File: src/rtl/instr_encode_loader.sv
// Packs RV32I instruction fields into 32-bit words and writes them in order into an instruction-memory port.
// Latency 1 cycle from accept to imem_we; in_ready is low outside a load session and once DEPTH words are written.
module instr_encode_loader #(
    parameter int DEPTH  = 64,
    parameter int ADDR_W = 6
) (
    input  logic              clk,
    input  logic              rst,
    input  logic              start,
    input  logic              in_valid,
    output logic              in_ready,
    input  logic [2:0]        fmt,
    input  logic [6:0]        opcode,
    input  logic [4:0]        rd,
    input  logic [2:0]        funct3,
    input  logic [4:0]        rs1,
    input  logic [4:0]        rs2,
    input  logic [6:0]        funct7,
    input  logic [31:0]       imm,
    output logic              imem_we,
    output logic [ADDR_W-1:0] imem_addr,
    output logic [31:0]       imem_wdata,
    output logic [ADDR_W:0]   word_count,
    output logic              full,
    output logic              err,
    output logic [ADDR_W-1:0] err_addr
);

    localparam logic [2:0] FMT_R = 3'd0;
    localparam logic [2:0] FMT_I = 3'd1;
    localparam logic [2:0] FMT_S = 3'd2;
    localparam logic [2:0] FMT_B = 3'd3;
    localparam logic [2:0] FMT_U = 3'd4;
    localparam logic [2:0] FMT_J = 3'd5;

    localparam logic [31:0]     NOP      = 32'h0000_0013;
    localparam logic [ADDR_W:0] LAST_IDX = (ADDR_W + 1)'(DEPTH - 1);
    localparam logic [ADDR_W:0] ONE      = (ADDR_W + 1)'(1);

    typedef enum logic [1:0] {
        S_IDLE,
        S_LOAD,
        S_FULL
    } state_t;

    state_t state_q;
    state_t state_d;

    logic        accept;
    logic        last_word;
    logic [31:0] enc_word;
    logic        enc_bad;

    logic signed [31:0] imm_s;
    logic               imm12_ok;
    logic               imm13_ok;
    logic               imm21_ok;
    logic               imm_u_ok;

    // start wins over a field set presented in the same cycle
    assign accept    = in_valid & (state_q == S_LOAD) & ~start;
    assign last_word = (word_count == LAST_IDX);

    assign imm_s    = imm;
    assign imm12_ok = (imm_s >= -32'sd2048) && (imm_s <= 32'sd2047);
    assign imm13_ok = (imm_s >= -32'sd4096) && (imm_s <= 32'sd4094) && !imm[0];
    assign imm21_ok = (imm_s >= -32'sd1048576) && (imm_s <= 32'sd1048574) && !imm[0];
    assign imm_u_ok = (imm[11:0] == 12'd0);

    always_comb begin
        enc_word = NOP;
        enc_bad  = 1'b0;
        case (fmt)
            FMT_R: enc_word = {funct7, rs2, rs1, funct3, rd, opcode};
            FMT_I: begin
                enc_word = {imm[11:0], rs1, funct3, rd, opcode};
                enc_bad  = !imm12_ok;
            end
            FMT_S: begin
                enc_word = {imm[11:5], rs2, rs1, funct3, imm[4:0], opcode};
                enc_bad  = !imm12_ok;
            end
            FMT_B: begin
                enc_word = {imm[12], imm[10:5], rs2, rs1, funct3, imm[4:1], imm[11], opcode};
                enc_bad  = !imm13_ok;
            end
            FMT_U: begin
                enc_word = {imm[31:12], rd, opcode};
                enc_bad  = !imm_u_ok;
            end
            FMT_J: begin
                enc_word = {imm[20], imm[10:1], imm[11], imm[19:12], rd, opcode};
                enc_bad  = !imm21_ok;
            end
            default: enc_bad = 1'b1;
        endcase
    end

    always_ff @(posedge clk or posedge rst) begin
        if (rst) begin
            state_q <= S_IDLE;
        end else begin
            state_q <= state_d;
        end
    end

    always_comb begin
        state_d  = state_q;
        in_ready = 1'b0;
        full     = 1'b0;
        case (state_q)
            S_IDLE: ;
            S_LOAD: begin
                in_ready = 1'b1;
                if (accept && last_word) begin
                    state_d = S_FULL;
                end
            end
            S_FULL: full = 1'b1;
            default: state_d = S_IDLE;
        endcase
        if (start) begin
            state_d = S_LOAD;
        end
    end

    always_ff @(posedge clk or posedge rst) begin
        if (rst) begin
            imem_we    <= 1'b0;
            imem_addr  <= '0;
            imem_wdata <= '0;
            word_count <= '0;
            err        <= 1'b0;
            err_addr   <= '0;
        end else begin
            imem_we <= accept;
            if (accept) begin
                imem_addr  <= word_count[ADDR_W-1:0];
                imem_wdata <= enc_bad ? NOP : enc_word;
                word_count <= word_count + ONE;
                if (enc_bad) begin
                    err <= 1'b1;
                    // only the first bad set of a session is recorded
                    if (!err) begin
                        err_addr <= word_count[ADDR_W-1:0];
                    end
                end
            end
            if (start) begin
                word_count <= '0;
                err        <= 1'b0;
                err_addr   <= '0;
            end
        end
    end

endmodule
File: config.mk
export PLATFORM = sky130hd
export DESIGN_NAME = instr_encode_loader
export DESIGN_NICKNAME = d
export VERILOG_FILES = /design/src/rtl/instr_encode_loader.sv
export SDC_FILE = /design/constraint.sdc
export NUM_CORES = 1
export LEC_CHECK = 0
export BUFFER_PORTS_ARGS = -buffer_cell sky130_fd_sc_hd__buf_2
export CAP_MARGIN = 20
export CORE_MARGIN = 3
export CORE_UTILIZATION = 25
export DETAILED_ROUTE_END_ITERATION = 6
export PLACE_DENSITY = 0.44
export SYNTH_ARGS = -nofsm -noshare
export SYNTH_HDL_FRONTEND = slang
export SYNTH_SLANG_ARGS = --single-unit
export TNS_END_PERCENT = 50
File: constraint.sdc
create_clock -name clk -period 4.3 [get_ports clk]
set_input_delay 0.645 -clock clk [delete_from_list [all_inputs] [get_ports clk]]
set_output_delay 0.645 -clock clk [all_outputs]
set_load 0.03 [all_outputs]
======== Word-level counts from Yosys, hierarchy flattened ========
Index checks and enable logic that the tools add are counted.
word-level totals
  output and inout bits ................... 55
  word-level logic and storage cells ...... 66
  register bits ........................... 55
  input bits .............................. 71
cells by class
  order comparisons ....................... 6
  bitwise operators ....................... 3
  reduce and logical (&&, ||, !) cells .... 21
  mux-type cells .......................... 17
  add/sub/neg operators ................... 1
  equal/unequal tests ..................... 11
operator list
  operator                                                          number
  case mux 32 bit (6 select lines)                                  1
  >= comparator 32 x 12 -> 1 bit, second input constant             1
  >= comparator 32 x 13 -> 1 bit, second input constant             1
  >= comparator 32 x 21 -> 1 bit, second input constant             1
  less-or-equal comparator 32 x 12 -> 1 bit, second input constant  1
  less-or-equal comparator 32 x 13 -> 1 bit, second input constant  1
  less-or-equal comparator 32 x 21 -> 1 bit, second input constant  1
  2-to-1 mux 32 bit                                                 1
  2-to-1 mux 6 bit                                                  4
  2-to-1 mux 7 bit                                                  2
  logical NOT 12 bit                                                1
  adder 7 x 1 -> 7 bit, second input constant                       1
  == test 7 x 6 -> 1 bit, second input constant                     1
  == test 3 x 2 -> 1 bit, second input constant                     2
  == test 3 bit, second input constant                              2
  logical AND 1 bit                                                 6
  logical NOT 1 bit                                                 5
  2-to-1 mux 1 bit                                                  5
  case mux 1 bit (5 select lines)                                   1
  2-to-1 mux 2 bit                                                  2
  case mux 2 bit (2 select lines)                                   1
  AND reduction 2 bit                                               2
  nonzero test 2 bit                                                2
  OR reduction 2 bit                                                2
  11 further kinds                                                  12

======== Logic depth before layout (Yosys ltp) ========
Gate-level depths: netlist of the first run.
  depth after elaboration ................. 8
  depth in mapped cells ................... 8
  mapped depth without buffers ............ 6

======== Least setup slack after synthesis of the first run ========
No wires, ideal clock.
  path type ............................... input -> register
  start ................................... input port fmt[1]
  end ..................................... register err
  data arrival time ....................... 2392 ps
  path slack .............................. 1787 ps
  required time ........................... 4179 ps
  path buffers ............................ 2
  cell stages on the path ................. 8
  setup time .............................. 121 ps
  cells stage by stage .................... or4_1 -> nor4_2 -> nand4_1 -> and3_4 -> or3_1 -> buf_6 -> buf_8 -> a22o_1
on the way
  word-level cells in the longest chain between the ends .. 5
  elaborated cells on any way between the ends .. 10
  those cells by class .................... eq/ne (5); mux (1); reduce/logical (4)
ends and longest elaborated chain
  element                                                           RTL line  text
  start: declaration                                                12        input logic [2:0] fmt,
  == test 3 x 2 -> 1 bit or == test 3 x 1 -> 1 bit (tied branches)  73        case (fmt)
  OR reduction 2 bit (no line)                                      --
  case mux 1 bit (5 select lines) (*)                               73
  nonzero test 2 bit (no line) (*)                                  --
  AND reduction 2 bit (no line) (*)                                 --
  end signal: assignment                                            133       err <= 1'b0;
  end signal: assignment                                            142       err <= 1'b1;
  end signal: assignment                                            151       err <= 1'b0;
  end: declaration                                                  25        output logic err,
Every way passes the cells marked *; elsewhere a longest branch is shown, timed or not.
A chain may end at the register's enable or synchronous reset.

======== Final worst setup path of the first run ========
  start ................................... input port fmt[1]
  end ..................................... register imem_wdata[1]
on the way
  word-level cells in the longest chain between the ends .. 4
  elaborated cells on any way between the ends .. 10
  those cells by class .................... eq/ne (5); mux (3); reduce/logical (2)
ends and longest elaborated chain
  element                                                           RTL line  text
  == test 3 x 2 -> 1 bit or == test 3 x 1 -> 1 bit (tied branches)  73
  OR reduction 2 bit (no line)                                      --
  case mux 1 bit (5 select lines)                                   73
  2-to-1 mux 32 bit (*)                                             139       imem_wdata <= enc_bad ? NOP : enc_word;
  end signal: assignment                                            139
  end: declaration                                                  22        output logic [31:0] imem_wdata,
Marks and branches as above.

==> results of run 1 <==
-- layout by cell type (no fill, tap or decap), types with 4 or more instances in the layout --
cell type	count
a21oi_1	24
a22oi_1	16
buf_2	125
clkbuf_16	5
dfrtp_1	55
inv_1	4
mux2i_1	8
nand2_1	80
nand2b_1	5
nand4_1	8
nor2_1	16
nor2b_1	19
nor4_1	7
o21ai_0	16
o22ai_1	6
o31ai_2	20
or3_1	4
-- final cells by class --
class	count	area share
inverter	6	0.00576
clock buffer	7	0.0365
multi-input combinational	255	0.392
sequential	55	0.352
clock inverter	1	0.00224
timing repair buffer	128	0.166
tap	143	0.0458
-- logic make-up (layout without fill, tap and decap cells) --
| kind of cell | Yosys count | in the layout | share of synthesized area |
|---|---|---|---|
| and+or+nand+nor | 151 | 151 | 0.235 |
| buffers and inverters | 29 | 142 | 0.0480 |
| muxes | 8 | 8 | 0.0262 |
| DFF | 55 | 55 | 0.451 |
| adders and majority gates | 1 | 1 | 0.00410 |
| xor gates and xnor gates | 4 | 4 | 0.0115 |
| AOI/OAI and AO/OA | 91 | 91 | 0.225 |
-- worst min-delay path: stages (launching register included) --
cell and delay, ns:
dfrtp_1 0.34, nand2_1 0.05, nand2_1 0.05
-- sequential cells by signal, summed over array words and instances, names as in the netlist --
name / cells
imem_wdata: 32
state_q: 2
imem_addr: 6
word_count: 7
imem_we: 1
err: 1
err_addr: 6
-- metrics by stage --
stage / hold slack [ns] / total power (uW)
CTS: 0.485 / 1300
global placement: 0.463 / 874
detailed placement: 0.467 / 875
global route: 0.515 / 1350
finish: 0.475 / 1280
floorplan: 0.650 / 769
-- power by group --
| part | leakage, uW | total (uW) | internal [uW] | switching, uW |
|---|---|---|---|---|
| Sequential | 0.000732 | 569 | 549 | 20.3 |
| Clock | 0.0000741 | 420 | 234 | 187 |
| Combinational | 0.00109 | 291 | 95.7 | 196 |
-- final timing paths --
kind                                       to  slack (ns)  depth (start not counted)
min in group asynchronous        imem_addr[4]        0.55                          3
worst max register to register            err        1.69                          5
worst min-delay path             imem_addr[2]        0.48                          2
worst min register to register   imem_addr[2]        0.48                          2
worst max-delay path            imem_wdata[1]        1.51                          8
max in group asynchronous       imem_wdata[1]        3.28                          3
-- per-layer routing --
layer	wire length, um	vias up	part of all wire
li1	-	1421	-
met1	4720	1349	0.50
met2	3940	120	0.42
met3	613	7	0.065
met4	91	0	0.0097
met5	0	-	0
==> results.py, run 1 <==
metrics = {
    "timing": {
        "worst_slack_ns": 1.51,
        "rsz0062_at_grt": "false",
        "min_period_ns": 2.79,
        "slew_headroom": 0.473,
        "finalSetupTns_ns": 0,
        "fin_crit_sh": 0.649,
        "tightest_slew_ns": 0.785,
        "final_hold_viol_count": 0,
        "slew_viol_final": 0,
        "max_freq_ghz": 0.358,
        "fin_worst_skew_ns": 0.00438,
        "finalSetupViolations": 0,
    },
    "cts": {
        "htree_levels": 2,
        "clock-root-buffer": "clkbuf_16",
        "cts-buffers-inserted": 5,
        "clock_latency_ns": 0.29,
        "path_clk_slew_ns": 0.07,
        "cts_tree": "done",
        "post_cts_buffers": 0,
        "ctsLongestPathBuffers": 2,
        "hold_buffers": 0,
        "cts.sinks": 55,
        "postCtsResizedCells": 0,
    },
    "global_route": {
        "grt_pass1_vias": 2991,
        "globalRouteMet2Util": 0.214,
        "grt_overflow": 0,
        "grt_pass1_wl_um": 15400,
        "grt_util_all_layers": 0.144,
        "gr-usage-met3": 0.0295,
        "top_usage_layer": "met1",
        "met1_usage": 0.214,
        "grt_max_degree": 56,
        "grt_antenna_before_repair": 0,
    },
    "setup_path": {
        "end_kind": "flip-flop",
        "path_cells": "buf_2 -> or4_1 -> nor4_2 -> nand4_1 -> and3_4 -> or3_1 -> buf_4 -> o31a_2",
        "worstSetupStartpointType": "primary input",
        "crit_required_ns": 4.48,
        "slowest_delay_ns": 0.59,
        "path_buf_inv": 2,
        "cp_top_family": "simple AND/OR/NAND/NOR gates",
        "crit_start": "fmt[1]",
        "crit_fanout": 33,
        "reg2reg_from": "state_q[0]",
        "worstPathArrival_ns": 2.97,
        "crit_type": "primary input to flip-flop",
        "slowest_stage": "or4_1",
    },
    "logic_synthesis": {
        "avgSynthCellArea_um2": 9.00,
        "synth_commonest_cells": "nand2_1, dfrtp_1, a21oi_1, o31ai_2, nor2b_1",
        "synth.top_cells.by_area": "dfrtp_1, nand2_1, o31ai_2",
        "ys_seq_elements": 55,
        "synthCells": 339,
        "ys_types": 39,
        "synth-edff-count": 0,
        "syn-num-nets": 411,
        "synth_area_leader_cell": "dfrtp_1",
        "yosys_warnings": 0,
        "synthArstFlopShare": 1.00,
        "synthesis.area_um2": 3050,
        "synth.most_common_cell": "nand2_1",
        "netlist.area_leader.share": 0.451,
        "synthFlopType": "dfrtp_1",
        "seq_area_frac_synth": 0.451,
    },
    "routing": {
        "ant_nets": 0,
        "vias": 2897,
        "finalWirelength_um": 9370,
        "wire_per_inst_um": 15.7,
        "first_iter_violations": 134,
        "via_per_inst": 4.87,
        "drt-pass1-iter-count": 4,
        "drc": 0,
    },
    "die": {
        "io-pin-count": 126,
        "num_rows": 39,
        "die_y_um": 116,
        "die_area_um2": 13600,
        "coreArea_um2": 11700,
        "initial_core_util": 0.262,
        "die_w_um": 116,
    },
    "placed_design": {
        "place_hpwl_um": 7100,
        "numPortBuffers": 125,
        "dpl.cell_count": 587,
        "dp_slack_ns": 1.20,
        "dpl-instance-area_um2": 3760,
        "gp_congestion": 0.818,
    },
    "hold_path": {
        "hold_path_class": "flip-flop to flip-flop",
        "hold_path_startpoint": "imem_addr[2]",
    },
    "pwr": {
        "power.density_nw_per_um2": 328,
        "vdd_drop_max_mv": 0.148,
        "p_leak_uw": 0.00189,
    },
    "cells_and_area": {
        "drive_gt1_frac": 0.363,
        "area_growth_pct": 28.1,
        "multi_input_area_um2": 1530,
        "finalNonFillerCells": 595,
        "final_cell_area_um2": 3910,
        "fin_nets": 523,
        "fill_cells": 1239,
        "register_area_um2": 1380,
        "final_core_util": 0.335,
        "n_antenna_cell": 0,
    },
    "outcome": {
        "status": "complete, no violations",
    },
    "job": {
        "maxCapViolCount": 0,
    },
}
No activity file was read; power rests on OpenSTA's default activity.
==> run 2, diff against run 1 <==
--- a/config.mk
+++ b/config.mk
@@ -5,12 +5,13 @@
 export SDC_FILE = /design/constraint.sdc
 export NUM_CORES = 1
 export LEC_CHECK = 0
+export ABC_AREA = 1
 export BUFFER_PORTS_ARGS = -buffer_cell sky130_fd_sc_hd__buf_2
 export CAP_MARGIN = 20
 export CORE_MARGIN = 3
 export CORE_UTILIZATION = 25
 export DETAILED_ROUTE_END_ITERATION = 6
-export PLACE_DENSITY = 0.44
+export PLACE_DENSITY = 0.43
 export SYNTH_ARGS = -nofsm -noshare
 export SYNTH_HDL_FRONTEND = slang
 export SYNTH_SLANG_ARGS = --single-unit
==> constraint.sdc (replaced) <==
create_clock -name clk -period 2.6 [get_ports clk]
set_input_delay 0.39 -clock clk [delete_from_list [all_inputs] [get_ports clk]]
set_output_delay 0.39 -clock clk [all_outputs]
set_load 0.03 [all_outputs]
==> run 2 against run 1 <==
- sequential power up 68%
- non-clock buffer count up 3
- count of clock-buffer cells in the layout unchanged
- clock skew about the same
- critical path type unchanged
- largest cell class unchanged
- largest power group unchanged
==> results.py, run 2 <==
metrics = {
    "routing": {
        "drc": 0,
        "ant_nets": 0,
        "wl_met2_um": 5240,
        "first_iter_violations": 204,
        "finalWirelength_um": 11400,
        "routed-wl-met3_um": 589,
        "drt-pass1-iter-count": 4,
        "via_per_inst": 4.54,
        "wl_met1_um": 5400,
        "vias": 3487,
        "highest_layer": "met4",
        "wire_per_inst_um": 14.9,
    },
    "logic_synthesis": {
        "synthCells": 474,
        "synth_commonest_cells": "nand2_1, nor2_1, dfrtp_1, inv_1, o21ai_2",
        "synth.most_common_cell": "nand2_1",
        "seq_area_frac_synth": 0.415,
        "synthesis.area_um2": 3310,
        "synthFlopType": "dfrtp_1",
        "ys_seq_elements": 55,
        "synth-edff-count": 0,
        "synth_area_leader_cell": "dfrtp_1",
        "syn-num-nets": 546,
        "netlist.area_leader.share": 0.415,
        "yosys_warnings": 0,
        "synth.top_cells.by_area": "dfrtp_1, nand2_1, nor2_1",
        "synthArstFlopShare": 1.00,
        "ys_types": 25,
        "avgSynthCellArea_um2": 6.99,
    },
    "pwr": {
        "pwr-share-comb": 0.263,
        "vdd_drop_max_mv": 0.260,
        "clkPwrFrac": 0.297,
        "internal_power_uw": 1440,
        "switchingPower_uw": 727,
        "p_seq_frac": 0.440,
        "power.density_nw_per_um2": 511,
        "swShare": 0.335,
        "p_leak_uw": 0.00223,
    },
    "die": {
        "die_y_um": 121,
        "coreArea_um2": 12800,
        "io-pin-count": 126,
        "die_w_um": 121,
        "die_area_um2": 14700,
        "initial_core_util": 0.259,
        "num_rows": 41,
    },
    "global_route": {
        "grt_antenna_before_repair": 0,
        "grt_pass1_vias": 3474,
        "grt_pass1_wl_um": 18300,
        "grt_util_all_layers": 0.159,
        "grt_max_degree": 52,
        "grt_overflow": 0,
    },
    "timing": {
        "tightest_slew_ns": 0.816,
        "fin_crit_sh": 0.712,
        "max_freq_ghz": 0.541,
        "min_period_ns": 1.85,
        "rsz0062_at_grt": "false",
        "final_hold_viol_count": 0,
        "finalSetupViolations": 0,
        "slew_headroom": 0.455,
        "finalSetupTns_ns": 0,
        "hold_ws_ns": 0.0702,
        "fin_worst_skew_ns": 0.00472,
        "slew_viol_final": 0,
    },
    "cts": {
        "cts.sinks": 55,
        "ctsLongestPathBuffers": 2,
        "htree_levels": 2,
        "cts-buffers-inserted": 5,
        "hold_buffers": 0,
        "post_cts_buffers": 0,
        "postCtsResizedCells": 0,
        "clock-root-buffer": "clkbuf_16",
        "clock_latency_ns": 0.29,
        "path_clk_slew_ns": 0.06,
        "cts_tree": "done",
    },
    "cells_and_area": {
        "layout_commonest_cell": "nand2_1",
        "largest_reg_flops": 32,
        "drive_gt1_frac": 0.292,
        "finalNonFillerCells": 768,
        "top_register": "imem_wdata",
        "fin_nets": 667,
        "n_antenna_cell": 0,
        "final_cell_mix": "nand2_1, buf_2, nor2_1, dfrtp_1, inv_1",
        "reg_top3": "imem_wdata (32), word_count (7)",
        "final_cell_area_um2": 4250,
        "area_growth_pct": 28.2,
    },
    "setup_path": {
        "reg2reg_from": "state_q[1]",
        "worstRegToRegCells": 8,
        "crit_fanout": 16,
        "crit_type": "primary input to flip-flop",
        "reg2reg_to": "state_q[0]",
        "worstSetupStartpointType": "primary input",
        "crit_start": "fmt[1]",
        "crit_path_end": "imem_wdata[31]",
        "end_kind": "flip-flop",
        "worstPathArrival_ns": 2.07,
        "rrSetupSlack_ns": 0.78,
        "crit_required_ns": 2.82,
    },
    "placed_design": {
        "dpl.cell_count": 760,
        "numPortBuffers": 125,
        "place_hpwl_um": 9110,
        "gp_congestion": 0.918,
        "dpl-instance-area_um2": 4110,
    },
    "hold_path": {
        "hold_path_class": "primary input to asynchronous set/reset pin",
    },
    "job": {
        "maxCapViolCount": 0,
    },
    "outcome": {
        "status": "complete, no violations",
    },
}
run 2: changes by cell type in the layout (fill, tap and decap cells not counted), sizes merged, moves of 5 or more:
| cell | delta |
|---|---|
| nand2b | -5 |
| nor4 | -8 |
| a21oi | -11 |
| o21ai | +28 |
| nor2 | +61 |
| o211ai | +6 |
| nand2 | +87 |
| inv | +39 |
| nor2b | -19 |
| mux2i | -8 |
| a22oi | -16 |
| nand3 | +20 |
| o31ai | -21 |
run 2: power groups by stage:
stage               logic, uW  clock network, uW  registers [uW]
floorplan                 239                  0            1090
global placement          582                  0             970
detailed placement        577                  0             972
CTS                       579                676             956
global route              631                713             963
finish                    570                646             955
run 2: worst min path at each step:
stage,start,to,slack (ns)
floorplan,start,state_q[1],0.45
global placement,rst,imem_wdata[6],0.39
detailed placement,rst,imem_wdata[6],0.39
CTS,rst,imem_wdata[6],0.07
global route,rst,imem_wdata[12],0.09
finish,rst,imem_wdata[13],0.07
run 2: final cells by class:
type | count | area (um2)
Clock buffer | 7 | 133
Clock inverter | 1 | 5.00
Fill cell | 1415 | 8520
Inverter | 44 | 165
Multi-Input combinational cell | 358 | 1680
Sequential cell | 55 | 1380
Tap cell | 172 | 215
Timing Repair Buffer | 131 | 671
run 2: through the flow:
| stage | utilization | total power, uW | worst slack, ns |
|---|---|---|---|
| 6_report | 0.333 | 2170 | 0.750 |
| 5_1_grt | 0.333 | 2310 | 0.517 |
| 2_1_floorplan | - | 1330 | 0.746 |
| 3_5_place_dp | 0.322 | 1550 | 0.457 |
| 3_3_place_gp | 0.322 | 1550 | 0.431 |
| 4_1_cts | 0.333 | 2210 | 0.763 |
run 2: metal layers:
metal / vias to the layer above / GRT usage
li1: 1761 / -
met1: 1620 / 0.222
met2: 96 / 0.258
met3: 10 / 0.0224
met4: 0 / 0.0446
met5: - / 0
run 2: worst max-delay path, cell delays in order:
cell     delay, ns
buf_2         0.14
inv_1         0.29
nor2_1        0.09
nand2_1       0.12
nand2_1       0.08
nand2_1       0.09
nor2_1        0.06
nor2_2        0.12
nand3_4       0.25
buf_4         0.29
o21ai_2       0.13
run 2: logic make-up (layout without fill, tap and decap cells):
kind of cell / count (synthesis) / in the layout / share of synthesized area
buf+inv: 61 / 183 / 0.0785
simple gates: 283 / 283 / 0.349
xor+xnor: 1 / 1 / 0.00264
compound gates: 73 / 73 / 0.151
fa+ha+maj: 1 / 1 / 0.00378
flops: 55 / 55 / 0.415
==> run 3, diff against run 2 <==
==> constraint.sdc (replaced) <==
create_clock -name clk -period 1.9 [get_ports clk]
set_input_delay 0.285 -clock clk [delete_from_list [all_inputs] [get_ports clk]]
set_output_delay 0.285 -clock clk [all_outputs]
set_load 0.03 [all_outputs]
==> run 3 against run 2 <==
- first-iteration DRC count down 7.4%
- design area up 3.7%
- global-route usage decreased by 0.17 points
- flip-flop and latch count did not move
- count of clock-buffer cells in the layout is 1 lower
- critical endpoint is now err_addr[3]
- largest cell class unchanged
- largest power group unchanged
==> results.py, run 3 (synthesis gave the netlist of run 2 again) <==
metrics = {
    "cells_and_area": {
        "fin_nets": 681,
        "n_antenna_cell": 0,
        "final_cell_mix": "nand2_1, buf_2, nor2_1, dfrtp_1, inv_1",
        "largest_reg_flops": 32,
        "drive_gt1_frac": 0.310,
        "area_growth_pct": 33.0,
        "layout_commonest_cell": "nand2_1",
        "final_cell_area_um2": 4410,
        "top_register": "imem_wdata",
        "reg_top3": "imem_wdata (32), word_count (7)",
    },
    "cts": {
        "post_cts_buffers": 0,
        "htree_levels": 2,
        "cts_tree": "done",
        "clock_latency_ns": 0.29,
        "cts-buffers-inserted": 5,
        "cts.sinks": 55,
        "hold_buffers": 0,
        "postCtsResizedCells": 0,
        "ctsLongestPathBuffers": 2,
        "clock-root-buffer": "clkbuf_16",
        "path_clk_slew_ns": 0.07,
    },
    "global_route": {
        "grt_pass1_vias": 3529,
        "grt_antenna_before_repair": 0,
        "grt_pass1_wl_um": 18200,
        "grt_util_all_layers": 0.158,
        "grt_overflow": 0,
        "grt_max_degree": 56,
    },
    "setup_path": {
        "worstSetupStartpointType": "primary input",
        "crit_required_ns": 2.08,
        "crit_type": "primary input to flip-flop",
        "worstPathArrival_ns": 1.83,
        "end_kind": "flip-flop",
        "crit_fanout": 9,
    },
    "placed_design": {
        "place_hpwl_um": 9350,
        "dp_slack_ns": -0.0185,
        "numPortBuffers": 125,
        "dpl-instance-area_um2": 4270,
        "gp_congestion": 0.950,
    },
    "routing": {
        "wire_per_inst_um": 14.6,
        "ant_nets": 0,
        "finalWirelength_um": 11400,
        "drc": 0,
        "via_per_inst": 4.54,
        "vias": 3547,
        "drt-pass1-iter-count": 4,
        "first_iter_violations": 189,
    },
    "outcome": {
        "status": "complete, no violations",
    },
    "die": {
        "io-pin-count": 126,
        "initial_core_util": 0.259,
        "die_w_um": 121,
        "coreArea_um2": 12800,
        "die_y_um": 121,
        "num_rows": 41,
        "die_area_um2": 14700,
    },
    "pwr": {
        "p_seq_frac": 0.430,
        "p_leak_uw": 0.00231,
        "vdd_drop_max_mv": 0.346,
        "swShare": 0.336,
        "clkPwrFrac": 0.297,
        "internal_power_uw": 2010,
        "power.density_nw_per_um2": 688,
        "switchingPower_uw": 1020,
        "pwr-share-comb": 0.273,
    },
    "timing": {
        "fin_worst_skew_ns": 0.00334,
        "finalSetupViolations": 0,
        "rsz0062_at_grt": "false",
        "fin_crit_sh": 0.867,
        "slew_viol_final": 0,
        "min_period_ns": 1.65,
        "final_hold_viol_count": 0,
        "tightest_slew_ns": 0.471,
        "max_freq_ghz": 0.607,
        "worst_slack_ns": 0.253,
        "slew_headroom": 0.685,
    },
    "job": {
        "maxCapViolCount": 0,
    },
    "hold_path": {
        "hold_path_class": "primary input to asynchronous set/reset pin",
    },
}
run 3: metal layers:
| layer | GRT usage | share of wire |
|---|---|---|
| met5 | 0 | 0 |
| met4 | 0.0425 | 0.017 |
| met3 | 0.0298 | 0.054 |
| met2 | 0.255 | 0.46 |
| met1 | 0.216 | 0.47 |
run 3: critical path, cell delays in order:
cell,delay [ns]
buf_2,0.11
inv_1,0.16
nand2_1,0.08
nor3_1,0.24
nand3_1,0.11
nor2_1,0.14
nor2_1,0.08
nor2_2,0.12
nand3_4,0.18
buf_12,0.20
nand4_1,0.06
nand2_1,0.05
run 3: layout make-up:
type | instances | area (um2)
Multi-Input combinational cell | 358 | 1680
Sequential cell | 55 | 1380
Fill cell | 1422 | 8370
Clock inverter | 2 | 12.5
Inverter | 44 | 165
Clock buffer | 6 | 129
Tap cell | 172 | 215
Timing Repair Buffer | 145 | 826
run 3: final timing paths:
kind | from | endpoint | slack [ns] | depth (start not counted)
worst max-delay path | imm[23] | err_addr[3] | 0.25 | 12
worst max register to register | state_q[1] | word_count[4] | 0.26 | 8
max in group asynchronous | rst | err_addr[2] | 1.60 | 3
worst min register to register | imem_addr[5] | imem_addr[5] | 0.47 | 2
worst min-delay path | rst | imem_wdata[6] | 0.04 | 3
min in group clk | opcode[3] | imem_wdata[3] | 0.25 | 3
run 3: power by group through the flow:
stage          Clock [uW]  Combinational [uW]  Sequential, uW
2_1_floorplan           0                 328            1490
3_3_place_gp            0                 841            1330
3_5_place_dp            0                 837            1330
4_1_cts               935                 839            1310
5_1_grt               985                 908            1320
6_report              900                 827            1300
run 3: stage by stage:
| stage | total power [uW] | setup TNS (ns) | hold WS [ns] | utilization | cells |
|---|---|---|---|---|---|
| 2_1_floorplan | 1820 | 0 | 0.348 | - | 474 |
| 3_3_place_gp | 2170 | -0.731 | 0.368 | 0.334 | 774 |
| 3_5_place_dp | 2170 | -0.0977 | 0.364 | 0.334 | 774 |
| 4_1_cts | 3080 | 0 | 0.0535 | 0.345 | 782 |
| 5_1_grt | 3210 | 0 | 0.0629 | 0.345 | 782 |
| 6_report | 3030 | 0 | 0.0372 | 0.345 | 782 |
